<file path="src/rtl/freqdiv_pkg.sv">
// rtl/freqdiv_pkg.sv - shared constants and helpers for the freqdiv_bank clock divider
package freqdiv_pkg;

  localparam int CNT_W_DEF  = 25;
  localparam int SYS_CLK_HZ = 40_000_000;

  // Half-periods in system clock cycles
  localparam int HALF_500HZ = 40_000;
  localparam int HALF_1HZ   = 20_000_000;
  localparam int HALF_2HZ   = 10_000_000;

  // Channel-select width, never narrower than one bit
  function automatic int ch_idx_w(input int n);
    return (n > 1) ? $clog2(n) : 1;
  endfunction

endpackage

</file>
<file path="src/rtl/freqdiv_chan.sv">
// rtl/freqdiv_chan.sv - one divider channel: half-period counter, square output, rise tick
// and a single-entry pending half-period applied at the end of a full period.
module freqdiv_chan import freqdiv_pkg::*; #(
  parameter int               CNT_W     = CNT_W_DEF,
  parameter logic [CNT_W-1:0] HALF_INIT = CNT_W'(HALF_500HZ)
) (
  input  logic             clk,
  input  logic             reset,
  input  logic             en,
  input  logic             sync,
  input  logic             wr,
  input  logic [CNT_W-1:0] wr_half,
  output logic             out,
  output logic             tick,
  output logic             pend
);

  logic [CNT_W-1:0] cnt;
  logic [CNT_W-1:0] half;
  logic [CNT_W-1:0] pend_half;
  logic             wrap;

  assign wrap = (cnt == half - CNT_W'(1));

  always_ff @(posedge clk or negedge reset) begin
    if (!reset) begin
      cnt       <= '0;
      out       <= 1'b0;
      tick      <= 1'b0;
      half      <= HALF_INIT;
      pend_half <= '0;
      pend      <= 1'b0;
    end else begin
      tick <= 1'b0;
      if (sync) begin
        cnt <= '0;
        out <= 1'b0;
        if (pend) begin
          half <= pend_half;
          pend <= 1'b0;
        end
      end else if (half == '0) begin
        // Disabled channel: a pending value takes effect on the next enabled edge
        cnt <= '0;
        out <= 1'b0;
        if (pend && en) begin
          half <= pend_half;
          pend <= 1'b0;
        end
      end else if (en) begin
        if (wrap) begin
          cnt  <= '0;
          out  <= ~out;
          tick <= ~out;
          if (out && pend) begin
            half <= pend_half;
            pend <= 1'b0;
          end
        end else begin
          cnt <= cnt + CNT_W'(1);
        end
      end
      // A write is only accepted while pend is clear, so it never collides with an apply
      if (wr) begin
        pend_half <= wr_half;
        pend      <= 1'b1;
      end
    end
  end

endmodule

</file>
<file path="src/rtl/freqdiv_bank.sv">
// rtl/freqdiv_bank.sv - NUM_CH runtime-programmable clock divider bank with cfg write port.
// Define FREQDIV_SYNC_EN to add the sync input that phase-aligns all channels.
module freqdiv_bank import freqdiv_pkg::*; #(
  parameter int                      NUM_CH   = 3,
  parameter int                      CNT_W    = CNT_W_DEF,
  parameter logic [NUM_CH*CNT_W-1:0] DIV_INIT = {CNT_W'(HALF_2HZ), CNT_W'(HALF_1HZ),
                                                 CNT_W'(HALF_500HZ)}
) (
  input  logic                        clk,
  input  logic                        reset,
  input  logic [NUM_CH-1:0]           ch_en,
`ifdef FREQDIV_SYNC_EN
  input  logic                        sync,
`endif
  input  logic                        cfg_valid,
  input  logic [ch_idx_w(NUM_CH)-1:0] cfg_ch,
  input  logic [CNT_W-1:0]            cfg_half,
  output logic                        cfg_ready,
  output logic [NUM_CH-1:0]           div_out,
  output logic [NUM_CH-1:0]           div_tick
);

  localparam int CH_W = ch_idx_w(NUM_CH);

  logic                   sync_all;
  logic [NUM_CH-1:0]      pend;
  logic [NUM_CH-1:0]      wr;
  logic [(1<<CH_W)-1:0]   ready_vec;

`ifdef FREQDIV_SYNC_EN
  assign sync_all = sync;
`else
  assign sync_all = 1'b0;
`endif

  // Unused channel indices read as ready so writes to them are silently dropped
  always_comb begin
    ready_vec             = '1;
    ready_vec[NUM_CH-1:0] = ~pend;
  end

  assign cfg_ready = ready_vec[cfg_ch];

  for (genvar i = 0; i < NUM_CH; i++) begin : g_ch
    assign wr[i] = cfg_valid && cfg_ready && (cfg_ch == CH_W'(i));

    freqdiv_chan #(
      .CNT_W     (CNT_W),
      .HALF_INIT (DIV_INIT[i*CNT_W +: CNT_W])
    ) u_chan (
      .clk     (clk),
      .reset   (reset),
      .en      (ch_en[i]),
      .sync    (sync_all),
      .wr      (wr[i]),
      .wr_half (cfg_half),
      .out     (div_out[i]),
      .tick    (div_tick[i]),
      .pend    (pend[i])
    );
  end

endmodule

</file>
<file path="config.mk">
export PLATFORM = sky130hd
export DESIGN_NAME = freqdiv_bank
export DESIGN_NICKNAME = d
export VERILOG_FILES = /design/src/rtl/freqdiv_pkg.sv /design/src/rtl/freqdiv_chan.sv /design/src/rtl/freqdiv_bank.sv
export SDC_FILE = /design/constraint.sdc
export NUM_CORES = 1
export LEC_CHECK = 0
export CAP_MARGIN = 15
export CORE_UTILIZATION = 62
export DETAILED_ROUTE_END_ITERATION = 8
export PLACE_DENSITY = 0.88
export SLEW_MARGIN = 10
export SYNTH_ARGS = -nofsm -noshare
export SYNTH_HDL_FRONTEND = slang
export SYNTH_SLANG_ARGS = --single-unit
</file>
<file path="constraint.sdc">
create_clock -name clk -period 4.65 [get_ports clk]
set_clock_uncertainty 0.1 [all_clocks]
set_input_delay 0.465 -clock clk [delete_from_list [all_inputs] [get_ports clk]]
set_output_delay 0.465 -clock clk [all_outputs]
set_load 0.03 [all_outputs]
</file>
* Word level (Yosys, flattened, before mapping)
Cells that the tools add are included.
** Operators by class
- Add/sub/neg operators :: 6
- Multiply operators :: 0
- Div/mod/pow operators :: 0
- Magnitude comparators :: 1
- Eq/ne operators :: 11
- Shifts and indexed selects :: 0
- Muxes and demuxes :: 62
- Bitwise operators :: 4
- Reduce and logical (&&, ||, !) cells :: 41
** Operator list (number)
- two-way mux 25 bit :: 24
- adder 25 x 1 -> 25 bit, second input constant :: 3
- == test 25 bit :: 3
- zero test 25 bit :: 3
- subtractor 25 x 1 -> 25 bit, second input constant :: 3
- two-way mux 1 bit :: 37
- nonzero test 3 bit :: 9
- AND reduction 4 bit :: 6
- nonzero test 2 bit :: 9
- logical AND 1 bit :: 10
- != test 3 x 2 -> 1 bit, second input constant :: 3
- != test 2 bit, second input constant :: 3
- AND reduction 2 bit :: 3
- less-than comparator 2 x 3 -> 1 bit, second input constant :: 1
- NOT 1 bit :: 3
- NOT 3 bit :: 1
- binary-select mux 1 bit (select 2 bit) :: 1
- == test 2 x 1 -> 1 bit, second input constant :: 1
- == test 2 bit, second input constant :: 1
- zero test 2 bit :: 1
** Word-level totals
- Register bits after elaboration :: 234
- Latch bits :: 0
- RAM bits :: 0
- Bits in read-only memories :: 0
- Output and inout port bits :: 7
- Memories kept :: 0

* Longest topological paths before layout
Gate-level depths: netlist (run 1).
- Depth in word-level cells :: 7
- Depth in mapped cells :: 12
- Mapped depth without buffers :: 10

* By module
A second synthesis (run 1) with hierarchy kept.
** Unflattened totals
- Cell total of the unflattened synthesis :: 1240
- Area, all modules :: 13190.2 um^2
** Modules (own cells, without submodules)
- freqdiv_chan at g_ch[2].u_chan :: instances 1, cells each 399, area an instance 4396.7 um^2
- freqdiv_chan at g_ch[1].u_chan :: instances 1, cells each 417, area an instance 4369.2 um^2
- freqdiv_chan at g_ch[0].u_chan :: instances 1, cells each 417, area an instance 4365.4 um^2
- freqdiv_bank :: instances 1, cells each 7, area an instance 58.8 um^2

* Worst setup path after synthesis (run 1)
OpenSTA, ideal clock, no wires.
- Kind :: register -> register
- From :: reg g_ch[1].u_chan.half[0]
- To :: reg g_ch[1].u_chan.half[12]
- Library setup time :: 0.125 ns
- Data arrival time :: 3.370 ns
- Setup slack :: 1.055 ns
- Stages on the path, launching flop included :: 12
- Buffers on the path :: 1
- Path through :: dfrtp_1 inv_1 ha_1 nor3b_1 nand2_1 or3_1 or3_1 a2111o_1 nor4_4 a31oi_4 buf_6 mux2_4
** On the way
- Word-level cells in the longest chain between the ends :: 4
- Elaborated cells between the ends (all ways) :: 9
- Those cells by class :: 1 x add/sub; 2 x eq/ne; 1 x mux; 5 x reduce/logical
** RTL lines
- start: declaration :: line freqdiv_chan.sv:19 : logic [CNT_W-1:0] half;
- start signal: assignment :: line freqdiv_chan.sv:39 : half <= pend_half;
- start signal: assignment :: line freqdiv_chan.sv:47 : half <= pend_half;
- start signal: assignment :: line freqdiv_chan.sv:56 : half <= pend_half;
- subtractor 25 x 1 -> 25 bit :: line freqdiv_chan.sv:23 : assign wrap = (cnt == half - CNT_W'(1));
- == test 25 bit :: line freqdiv_chan.sv:23
- nonzero test 2 bit (no line)
- AND reduction 4 bit (no line)
Parallel ways exist; a longest one is shown, timed or not.
A chain may end at the register's enable or synchronous reset.

* Worst setup path in the final report (run 1)
- From :: reg g_ch[2].u_chan.half[0]
- To :: reg g_ch[2].u_chan.half[3]
** On the way
- Word-level cells in the longest chain between the ends :: 4
- Elaborated cells between the ends (all ways) :: 9
- Those cells by class :: 1 x add/sub; 2 x eq/ne; 1 x mux; 5 x reduce/logical
** RTL lines (line)
- start: declaration :: freqdiv_chan.sv:19
- start signal: assignment :: freqdiv_chan.sv:39
- start signal: assignment :: freqdiv_chan.sv:47
- start signal: assignment :: freqdiv_chan.sv:56
- subtractor 25 x 1 -> 25 bit :: freqdiv_chan.sv:23
- == test 25 bit :: freqdiv_chan.sv:23
- nonzero test 2 bit (no line)
- AND reduction 4 bit (no line)
Parallel ways exist; a longest one is shown, timed or not.

==> impl_metrics.toml, run 1 <==
[power]
clock_power_share_pct = 23.6
p_sw_mw = 3.221
p_comb_share_pct = 37.5
peakVddDrop_mv = 0.3782
cell_internal_pwr_mw = 5.169
power_density_nw_per_um2 = 585.1
seqPwrFrac_pct = 38.9
finalPower_mw = 8.390
cellLeakagePower_nw = 6.188
swShare_pct = 38.39

[global_routing]
grt_max_degree = 118
grt_overflow_total = 0
grt_pass1_wl_um = 50870
track_usage_pct = 29.54
antenna_found_initial = 0
grt_pass1_vias = 9898

[timing]
tns_ns = 0
slew_violations = 0
hold_viol = 0
max_slew_margin_pct = 23.31
post-route-min-period_ns = 4.120
worst_slack_ns = 0.5302
rsz0062_at_grt = "false"
worstMarginPinSlew_ns = 1.150
clock.fmax_ghz = 0.2427
period_share_pct = 88.60
setup_viol = 0

[yosys]
synth_cell_types = 82
ys_seq_elements = 234
synth_edf_count = 0
ys_seq_area_share_pct = 45.67
synth.avg_cell_area_um2 = 10.39
syn_nets = 1279
synthesis.instances = 1240
async_flop_share_pct = 100.0
ys.flop_type = "dfrtp_1"
yosys_warnings = 0
synth_area_um2 = 12880

[cts]
ctsHoldBuffers = 1
htreeDepth = 1
post-cts-setup-buffer-count = 0
cts_tree = "done"
cts.sinks = 234
clk_latency_ns = 0.53
post_cts_resized = 0
cts_buffers = 25
cts_max_path_buffers = 3
clk_pin_slew_ns = 0.07
cts_root_buf = "clkbuf_16"

[critical_path]
critPathBufInv = 1
slowest_stage = "a41oi_4"
crit_type = "reg2reg"
critPathArrivalTime_ns = 4.44
critPathRequiredTime_ns = 4.97
setup.worst_path.end_class = "register"
critPathLaunchType = "register"
cpPeakStageDelay_ns = 0.67
path_cells = "inv_1 > ha_1 > or4b_1 > or3_4 > nor4_2 > mux2_2 > nand3_1 > nand3_2 > a41oi_4 > mux2_2"
cp_top_family = "simple AND/OR/NAND/NOR gates"
crit_top_cell = "mux2_2"
critPathMaxFanout = 20

[min_path]
min_path_type = "reg2reg"

[placed_design]
place_congestion = 0.8953
dpl.hpwl_um = 21750
place_ws_ns = 0.5854
io_buffer_count = 39
place_area_um2 = 13500

[run]
maxCapViolCount = 0

[final_layout]
final_nets = 1306
diodes = 0
drive_above_1_share_pct = 17.81
fin_util_pct = 70.65
syn_to_final_growth_pct = 11.36
fin_area_um2 = 14340

[drt]
wl_um = 30550
drtPass1Iterations = 5
wl_per_cell_um = 19.63
drtIter0Drc = 842
drc = 0
via_per_inst = 6.313
vias = 9823
postRouteAntennaNets = 0

[floorplan]
start_util_pct = 63.44
core_area_um2 = 20300
fp.dieH_um = 146.1
die_w_um = 146.1
dieArea_um2 = 21350
io_pins = 40
rows = 52

[run_status]
status = "finished clean"
==> final cells by class <==
cell class                      instances  area [um^2]
Clock buffer                           34        739.5
Fill cell                            1412         5958
Inverter                               41        153.9
Multi-Input combinational cell        906         6589
Tap cell                              270        337.8
Clock inverter                         12        91.34
Sequential cell                       234         5882
Timing Repair Buffer                   59        548.0
==> power groups by stage <==
stage / Clock, mW / Sequential [mW] / Combinational, mW
finish: 1.98 / 3.27 / 3.15
CTS: 2.00 / 3.25 / 3.10
global route: 2.08 / 3.35 / 3.44
global placement: 0 / 3.24 / 2.94
floorplan: 0 / 2.99 / 2.49
detailed placement: 0 / 3.27 / 3.05
==> worst reg2reg max path, delay by kind of cell (launching register included) <==
kind / cells / cell delay, ns
compound gates: 1 / 0.67
fa+ha+maj: 1 / 0.19
buf+inv: 1 / 0.08
flops: 1 / 0.42
mux: 2 / 0.82
simple gates: 5 / 1.72
==> layout by cell type (no fill, tap or decap), types with 13 or more instances in the layout <==
cell | synthesis | final
nor2_1 | 108 | 108
and3_1 | 14 | 14
mux2_2 | 104 | 104
nand3_1 | 38 | 38
nor2b_1 | 14 | 14
clkdlybuf4s50_1 | 0 | 38
inv_1 | 41 | 41
o21ai_0 | 33 | 33
nand4_1 | 34 | 34
nor4_1 | 28 | 28
a21oi_1 | 20 | 20
dfstp_2 | 21 | 21
mux2_4 | 14 | 14
nor3_1 | 70 | 68
xor2_1 | 79 | 79
clkbuf_16 | 0 | 25
nand2_1 | 59 | 59
or3_1 | 20 | 20
buf_4 | 6 | 19
o2bb2ai_1 | 13 | 13
dfrtp_1 | 213 | 213
xnor2_1 | 84 | 84
or4_1 | 19 | 19
==> per-stage QoR <==
stage | hold slack (ns) | std cells
floorplan | 0.06941 | 1240
global placement | 0.3652 | 1509
detailed placement | 0.3869 | 1509
CTS | 0.3996 | 1556
global route | 0.4128 | 1556
finish | 0.4010 | 1556
==> sequential cells by signal (all words and copies together), names as in the netlist <==
| signal | cells |
|---|---|
| g_ch.u_chan.tick | 3 |
| g_ch.u_chan.pend | 3 |
| g_ch.u_chan.half | 75 |
| g_ch.u_chan.out | 3 |
| g_ch.u_chan.pend_half | 75 |
| g_ch.u_chan.cnt | 75 |
==> cells by family after synthesis <==
group           count (synthesis)  share of synthesized area, %
flops                         234                         45.67
buf+inv                       100                         3.313
fa+ha+maj                       6                        0.5829
mux                           127                         11.46
simple gates                  470                         20.05
xor+xnor                      163                         11.09
compound gates                140                         7.831
==> path summary, 6_finish.rpt <==
path,end,slack (ns),depth (start not counted),start
max,g_ch[2].u_chan.half[3],0.53,10,g_ch[2].u_chan.half[0]
min,g_ch[1].u_chan.half[21],0.40,2,g_ch[1].u_chan.pend_half[21]
max reg2reg,g_ch[2].u_chan.half[3],0.53,10,g_ch[2].u_chan.half[0]
min reg2reg,g_ch[1].u_chan.half[21],0.40,2,g_ch[1].u_chan.pend_half[21]
max in group asynchronous,g_ch[1].u_chan.half[8],2.89,3,reset
min in group asynchronous,g_ch[1].u_chan.cnt[21],0.47,2,reset
==> synthesized netlist by cell type (all sizes together), types with 5 or more instances <==
cell	number	share of area (%)
nor2	108	3.1
a31oi	9	0.55
o211ai	9	0.52
mux2	122	11
and3	14	0.68
clkbuf	39	1.1
nor2b	14	0.68
nor3b	6	0.35
nand3	39	1.6
buf	20	0.98
nand4	34	1.7
nand2	59	1.7
nor4	36	2.3
o2bb2ai	13	0.88
and4	11	0.75
or3	21	1.1
xor2	79	5.4
a21oi	20	0.78
o31ai	5	0.29
mux2i	5	0.39
inv	41	1.2
dfrtp	213	41
or4	19	1.1
o21ai	36	1.4
nand3b	7	0.41
xnor2	84	5.7
and2	7	0.34
dfstp	21	4.3
nor3	70	2.7
ha	6	0.58
==> per-layer routing <==
| layer | vias to the layer above | global-route usage [%] | wire length, um |
|---|---|---|---|
| met4 | 0 | 11.20 | 1081 |
| met2 | 345 | 48.40 | 14700 |
| met5 | - | 0 | 0 |
| li1 | 4524 | - | - |
| met3 | 82 | 4.000 | 1571 |
| met1 | 4872 | 40.14 | 13200 |
No activity file was read; power rests on OpenSTA's default activity.
==> inputs of run 2 (changes only) <==
--- a/config.mk
+++ b/config.mk
@@ -8,6 +8,7 @@
 export CAP_MARGIN = 15
 export CORE_UTILIZATION = 62
 export DETAILED_ROUTE_END_ITERATION = 8
+export HOLD_SLACK_MARGIN = 0.06
 export PLACE_DENSITY = 0.88
 export SLEW_MARGIN = 10
 export SYNTH_ARGS = -nofsm -noshare
==> results of run 2 <==
Same layout as run 1: the final DEF is identical, and so are final timing and power.
